File: src/rtl/sobel_grad.sv
// Streaming 3x3 Sobel gradient stage: two line buffers build the window, then
// a 2-stage pipeline produces a saturated |Gx|+|Gy| magnitude and a quantized direction.
module sobel_grad #(
  parameter int IMG_WIDTH = 64
) (
  input  logic       i_clk,
  input  logic       i_rst_n,
  input  logic       i_valid,
  input  logic       i_frame_start,
  input  logic       i_row_end,
  input  logic [7:0] i_pixel,
  output logic       o_valid,
  output logic       o_row_end,
  output logic [7:0] o_magnitude,
  output logic [1:0] o_direction
);
  localparam int CW = (IMG_WIDTH > 2) ? $clog2(IMG_WIDTH) : 1;

  logic [CW-1:0] col_q, col_d, cur_col;
  logic [1:0]    row_q, row_d, cur_row;
  logic          row_last;

  // frame_start overrides the stored position for this very pixel
  assign cur_col  = i_frame_start ? '0 : col_q;
  assign cur_row  = i_frame_start ? '0 : row_q;
  assign row_last = i_row_end || (cur_col == CW'(IMG_WIDTH - 1));

  always_comb begin
    col_d = col_q;
    row_d = row_q;
    if (i_valid) begin
      if (row_last) begin
        col_d = '0;
        row_d = (cur_row == 2'd2) ? 2'd2 : cur_row + 2'd1;
      end else begin
        col_d = cur_col + CW'(1);
        row_d = cur_row;
      end
    end
  end

  always_ff @(posedge i_clk or negedge i_rst_n) begin
    if (!i_rst_n) begin
      col_q <= '0;
      row_q <= '0;
    end else begin
      col_q <= col_d;
      row_q <= row_d;
    end
  end

  // Line buffers: A holds row r-1, B holds row r-2. No reset; interior gating hides stale data.
  logic [7:0] lb_a [IMG_WIDTH];
  logic [7:0] lb_b [IMG_WIDTH];

  always_ff @(posedge i_clk) begin
    if (i_valid) begin
      lb_b[cur_col] <= lb_a[cur_col];
      lb_a[cur_col] <= i_pixel;
    end
  end

  // win_q[column][row]: column 0 oldest (left), row 0 top, row 2 incoming
  logic [2:0][2:0][7:0] win_q;
  logic [2:0]           vld_pipe_q, re_pipe_q;

  always_ff @(posedge i_clk or negedge i_rst_n) begin
    if (!i_rst_n) begin
      win_q      <= '0;
      vld_pipe_q <= '0;
      re_pipe_q  <= '0;
    end else begin
      if (i_valid) begin
        win_q[0] <= win_q[1];
        win_q[1] <= win_q[2];
        win_q[2] <= {i_pixel, lb_a[cur_col], lb_b[cur_col]};
      end
      vld_pipe_q <= {vld_pipe_q[1:0], i_valid && (cur_row == 2'd2) && (cur_col >= CW'(2))};
      re_pipe_q  <= {re_pipe_q[1:0], i_valid && row_last};
    end
  end

  function automatic logic [10:0] wsum(input logic [7:0] a, input logic [7:0] b,
                                       input logic [7:0] c);
    return {3'b0, a} + {2'b0, b, 1'b0} + {3'b0, c};
  endfunction

  logic        [10:0] gx_pos, gx_neg, gy_pos, gy_neg;
  logic signed [10:0] gx_q, gy_q;

  assign gx_pos = wsum(win_q[2][0], win_q[2][1], win_q[2][2]);
  assign gx_neg = wsum(win_q[0][0], win_q[0][1], win_q[0][2]);
  assign gy_pos = wsum(win_q[0][2], win_q[1][2], win_q[2][2]);
  assign gy_neg = wsum(win_q[0][0], win_q[1][0], win_q[2][0]);

  always_ff @(posedge i_clk or negedge i_rst_n) begin
    if (!i_rst_n) begin
      gx_q <= '0;
      gy_q <= '0;
    end else begin
      gx_q <= signed'(gx_pos - gx_neg);
      gy_q <= signed'(gy_pos - gy_neg);
    end
  end

  logic [9:0]  ax, ay;
  logic [10:0] mag_sum;
  logic [12:0] ax2, ax5, ay2, ay5;
  logic [7:0]  mag_d;
  logic [1:0]  dir_d;

  assign ax      = gx_q[10] ? 10'(-gx_q) : gx_q[9:0];
  assign ay      = gy_q[10] ? 10'(-gy_q) : gy_q[9:0];
  assign mag_sum = {1'b0, ax} + {1'b0, ay};
  assign mag_d   = (mag_sum > 11'd255) ? 8'd255 : mag_sum[7:0];
  assign ax2     = {2'b0, ax, 1'b0};
  assign ay2     = {2'b0, ay, 1'b0};
  assign ax5     = {1'b0, ax, 2'b0} + {3'b0, ax};
  assign ay5     = {1'b0, ay, 2'b0} + {3'b0, ay};

  // tan(22.5) ~ 2/5 and tan(67.5) ~ 5/2 set the sector boundaries
  always_comb begin
    dir_d = 2'd3;
    if (ay5 <= ax2)
      dir_d = 2'd0;
    else if (ay2 >= ax5)
      dir_d = 2'd2;
    else if ((gx_q > 0 && gy_q > 0) || (gx_q < 0 && gy_q < 0))
      dir_d = 2'd1;
  end

  always_ff @(posedge i_clk or negedge i_rst_n) begin
    if (!i_rst_n) begin
      o_magnitude <= '0;
      o_direction <= '0;
    end else begin
      o_magnitude <= mag_d;
      o_direction <= dir_d;
    end
  end

  assign o_valid   = vld_pipe_q[2];
  assign o_row_end = vld_pipe_q[2] & re_pipe_q[2];

endmodule

File: config.mk
export PLATFORM = sky130hd
export DESIGN_NAME = sobel_grad
export DESIGN_NICKNAME = d
export VERILOG_FILES = /design/src/rtl/sobel_grad.sv
export SDC_FILE = /design/constraint.sdc
export NUM_CORES = 1
export LEC_CHECK = 0
export ABC_AREA = 1
export CORE_MARGIN = 10
export CORE_UTILIZATION = 56
export CTS_CLUSTER_DIAMETER = 60
export DETAILED_ROUTE_END_ITERATION = 8
export PLACE_DENSITY_LB_ADDON = 0.1
export SYNTH_ARGS = -nofsm -noshare
export SYNTH_HDL_FRONTEND = slang
export SYNTH_SLANG_ARGS = --single-unit
File: constraint.sdc
create_clock -name i_clk -period 6.88 [get_ports i_clk]
set_clock_uncertainty 0.05 [all_clocks]
set_input_delay 1.376 -clock i_clk [delete_from_list [all_inputs] [get_ports i_clk]]
set_output_delay 1.376 -clock i_clk [all_outputs]
set_load 0.05 [all_outputs]
# Yosys cells after proc, flatten, opt, wreduce, memory -nomap -nowiden
# Memory sizes are Yosys's and may differ from the RTL's. A register that Yosys moved wholly into a read port is not among the register bits.
# Index checks and enable logic that the tools add are counted.
# word_totals
regBits	110
mem_bits_rw	1024
input_bits	13
word_cells	67
n_memories	2
# memory_table
memory	depth	word_bits	rd	rd_ports_with_merged_regs	wr	line_no	rtl
lb_a	64	8	1	0	1	53	logic [7:0] lb_a [IMG_WIDTH];
lb_b	64	8	1	1	1	54	logic [7:0] lb_b [IMG_WIDTH];
# classes
addsub	17
magnitude_cmp	8
eq_ne	2
n_mux	13
n_bitwise	1
n_reduce_logical	8
# ops
cell	count
$add A10 B8 Y11	4
$add A8 B9 Y10	4
$add A12 B10 Y13	2
$gt A11 B1 Y1 const B	2
$lt A11 B1 Y1 const B	2
$sub A11 B11 Y11	2
$mux W10	2
$neg A10 Y10	2
$ge A11 B13 Y1	1
$le A13 B11 Y1	1
$mux W2	6
$mux W6	2
$add A10 B10 Y11	1
$gt A11 B8 Y1 const B	1
$mux W8	1
$add A6 B1 Y6 const B	1
$eq A6 B6 Y1 const B	1
$ge A6 B2 Y1 const B	1
$logic_and A1 B1 Y1	5
$add A2 B1 Y2 const B	1
$eq A2 B2 Y1 const B	1
$logic_or A1 B1 Y1	2
$mux W1	2
$and A1 B1 Y1	1
$logic_not A1 Y1	1

# Logic depth before layout (Yosys ltp)
# logic_depth
depth_word	6
ltp_mapped	27
depth_no_buf	27

# Worst setup path before layout
# No wires, ideal clock.
# synth_path
kind	input -> register
from	input i_frame_start
to	memory lb_b[0][3] (data pin)
arrival_ns	3.667
path_slack_ns	2.484
cell_stages	12
path_buffers	2
cell_sequence	nor2_2 nor2_4 nand2_1 inv_2 buf_6 buf_2 a221oi_1 nand4_1 nand2_1 nand2_1 nor2_1 nand4_1
# synth_between
elab_chain_len	2
# synth_lines
item	line_no	rtl
from (decl)	9	input logic i_frame_start,
$mux W6	24	assign cur_col = i_frame_start ? '0 : col_q;
$mem_v2 Z64 W8	--	
to (decl)	54	
# Every way passes these cells.

# Final worst setup path
# layout_path
from	input i_frame_start
to	memory lb_b[45][4] (data pin)
# The elaborated chain is that of the path after synthesis.

==> flow_metrics.py <==
metrics = {
    "outcome": {
        "status": "complete, no violations",
    },
    "power_and_ir_drop": {
        "power.leakage_nw": 18.9,
        "ir_worst_vdd_mv": 0.328,
        "powerDensity_nw_per_um2": 375,
        "total_power_w": 0.0198,
    },
    "detailed_routing": {
        "drc": 0,
        "vias": 30377,
        "wire_per_inst_um": 27.4,
        "ant_nets": 0,
        "totalWireLength_um": 134000,
        "drtIter0Drc": 3575,
        "avgViaCountPerCell": 6.23,
        "first_pass_iters": 6,
    },
    "flow_run": {
        "drv_cap": 0,
    },
    "synth": {
        "synth_top_family_by_area": "simple AND/OR/NAND/NOR gates",
        "ys_seq_area_share_pct": 71.8,
        "synthFlopType": "edfxtp_1",
        "yosys.area_share.simple_pct": 10.2,
        "synth-edff-count": 1024,
        "netlist_instances": 3586,
        "syn_area_um2": 47000,
        "synth_compound_area_share_pct": 9.72,
        "postSynthNetCount": 3726,
        "synth_xor_area_share_pct": 0.560,
        "synth.mux.area_fraction_pct": 0,
        "yosys_warnings": 0,
        "yosysUniqueCellTypes": 62,
        "synth-async-reset-ratio_pct": 10.3,
        "ys_ff_latch": 1142,
        "syn_avg_cell_area_um2": 13.1,
        "synth_fa_ha_area_share_pct": 4.41,
    },
    "worst_setup_path": {
        "cp_slowest_cell": "clkdlybuf4s50_1",
        "r2r-end": "lb_b[45][4]",
        "path_class": "primary input to flip-flop",
        "max_stage_delay_ns": 0.64,
        "crit_start": "i_frame_start",
        "worstPathArrival_ns": 5.61,
        "reg2reg_setup_slack_ns": 2.55,
        "reg2reg_depth": 14,
        "crit_fanout": 56,
        "worst_setup_path_end_kind": "flip-flop",
        "cp.required_ns": 7.24,
        "crit_top_cell": "nand2_1",
        "worstSetupStartpointType": "primary input",
        "cp_cell_sequence": "clkdlybuf4s50_1 > inv_2 > nand2_8 > inv_6 > nand2_1 > inv_4 > buf_4 > nand2_1 > nand2_1 > a221oi_1 > nand4_1 > nand2_1 > nand2_1 > nor2_1 > nand3_2 > buf_4",
        "worstReg2RegStart": "col_q[0]",
        "crit_end": "lb_b[45][4]",
    },
    "die": {
        "placementRows": 106,
        "die_h_um": 310,
        "core_um2": 83400,
        "initial_core_util_pct": 56.3,
        "ios": 25,
        "die_area_um2": 95800,
        "die_x_um": 310,
    },
    "final_layout": {
        "drive_gt1_share_pct": 9.24,
        "layout_commonest_cell": "edfxtp_1",
        "stdcell_area_um2": 52800,
        "stdcell_count": 4879,
        "final_cell_mix": "1,024 x edfxtp_1, 670 x nand2_1, 323 x nor2_1, 277 x o21ai_0, 209 x inv_1",
        "nNetsFinal": 3839,
        "fillers": 6168,
        "syn_to_final_growth_pct": 12.5,
    },
    "global_routing": {
        "grt_start_max_net_pins": 101,
        "first_global_vias": 30063,
        "grt_usage_pct": 27.9,
        "antenna_found_initial": 4,
        "overflow": 0,
        "grt_first_pass_wirelength_um": 196000,
    },
    "timing": {
        "slew_headroom_pct": 15.9,
        "period_needed_ns": 5.25,
        "final_max_slew_viol_count": 0,
        "tightest_slew_ns": 1.25,
        "hold_viol_final": 0,
        "fmax_ghz": 0.190,
        "finalSetupViolCount": 0,
        "rsz0062_at_grt": "no",
        "timing.final.crit_share_pct": 76.3,
        "finalSetupTns_ns": 0,
    },
    "cts": {
        "clk_latency_ns": 0.72,
        "cts_setup_buffers": 0,
        "cts.sinks": 1142,
        "clk_pin_slew_worst_paths_ns": 0.06,
        "cts.repair.resized": 0,
        "root_buffer": "clkbuf_16",
        "cts_tree": "done",
        "htree_levels": 3,
        "hold_buffers": 0,
        "clk_path_buf_depth": 3,
        "cts_buffers": 116,
    },
    "place": {
        "place_area_um2": 49000,
        "hpwl_um": 78200,
        "place_congestion": 0.898,
        "portBuffers": 24,
        "dp_cells": 4661,
    },
    "min_path": {
        "hp-class": "flip-flop to flip-flop",
    },
}
==> worst max-delay path, delay by kind of cell <==
kind | cells | cell delay [ns]
and+or+nand+nor | 9 | 1.84
AOI/OAI and AO/OA | 1 | 0.21
buffers and inverters | 6 | 2.13
==> logic make-up after synthesis <==
group | count (synthesis)
compound gates | 715
xor+xnor | 30
fa+ha+maj | 127
buf+inv | 385
flops | 1142
simple gates | 1187
==> state kept, by name, summed over array words and instances, names as in the netlist <==
register,flops
col_q,6
gx_q,11
o_direction,2
vld_pipe_q,3
lb_a,512
gy_q,11
row_q,2
lb_b,512
o_magnitude,8
re_pipe_q,3
win_q,72
==> routing by layer <==
| layer | share of wire (%) | wire (um) | global-route usage [%] |
|---|---|---|---|
| met5 | 0.014 | 19 | 0 |
| met4 | 4.2 | 5670 | 10.6 |
| met3 | 9.2 | 12400 | 5.32 |
| met2 | 48 | 63700 | 45.6 |
| met1 | 39 | 51900 | 36.9 |
==> area by class of cell <==
cell class / instances / area [um2] / area share [%]
sequential: 1142 / 33700 / 63.8
multi-input combinational: 2059 / 11800 / 22.3
clock buffer: 154 / 3140 / 5.94
tap: 1080 / 1350 / 2.56
timing repair buffer: 152 / 1280 / 2.42
inverter: 228 / 866 / 1.64
clock inverter: 63 / 726 / 1.37
antenna: 1 / 2.50 / 0.00474
==> cells in the mapped netlist, types with 7 or more instances <==
| cell | n | area (um2) |
|---|---|---|
| o211ai_1 | 19 | 143 |
| a31oi_1 | 10 | 62.6 |
| a21oi_1 | 108 | 541 |
| dfrtp_1 | 118 | 2950 |
| a211oi_1 | 33 | 248 |
| a22oi_1 | 19 | 143 |
| a221oi_1 | 54 | 473 |
| xor2_1 | 17 | 149 |
| inv_2 | 15 | 56.3 |
| o21ai_0 | 277 | 1390 |
| nor2_2 | 7 | 43.8 |
| o22ai_1 | 54 | 338 |
| o2111ai_1 | 14 | 123 |
| buf_1 | 12 | 45.0 |
| ha_1 | 63 | 788 |
| xnor2_1 | 13 | 114 |
| nand4_1 | 48 | 300 |
| nand2_1 | 672 | 2520 |
| a22o_1 | 64 | 561 |
| buf_2 | 63 | 315 |
| inv_1 | 210 | 788 |
| o2bb2ai_1 | 8 | 70.1 |
| edfxtp_1 | 1024 | 30700 |
| clkbuf_1 | 78 | 293 |
| nand3_1 | 105 | 526 |
| nor2_1 | 326 | 1220 |
| fa_1 | 64 | 1280 |
==> power by group <==
part / total [W] / switching [W] / internal, W
Clock: 0.00633 / 0.00266 / 0.00367
Combinational: 0.00543 / 0.00341 / 0.00202
Sequential: 0.00804 / 0.000166 / 0.00788
==> through the flow <==
stage	hold WS [ns]	setup slack (ns)	util, %
floorplan	0.281	2.48	-
global placement	0.284	1.13	58.7
detailed placement	0.285	1.05	58.7
CTS	0.298	1.76	63.3
global route	0.315	1.52	63.3
finish	0.295	1.63	63.3
==> worst min-delay path by stage <==
stage                        from       endpoint  depth (start not counted)
floorplan            re_pipe_q[0]   re_pipe_q[1]                          0
global placement    vld_pipe_q[1]  vld_pipe_q[2]                          0
detailed placement   re_pipe_q[1]   re_pipe_q[2]                          0
CTS                  re_pipe_q[1]   re_pipe_q[2]                          0
global route        vld_pipe_q[1]  vld_pipe_q[2]                          0
finish               re_pipe_q[1]   re_pipe_q[2]                          0
Note: power is estimated with default switching activity, not from simulation.
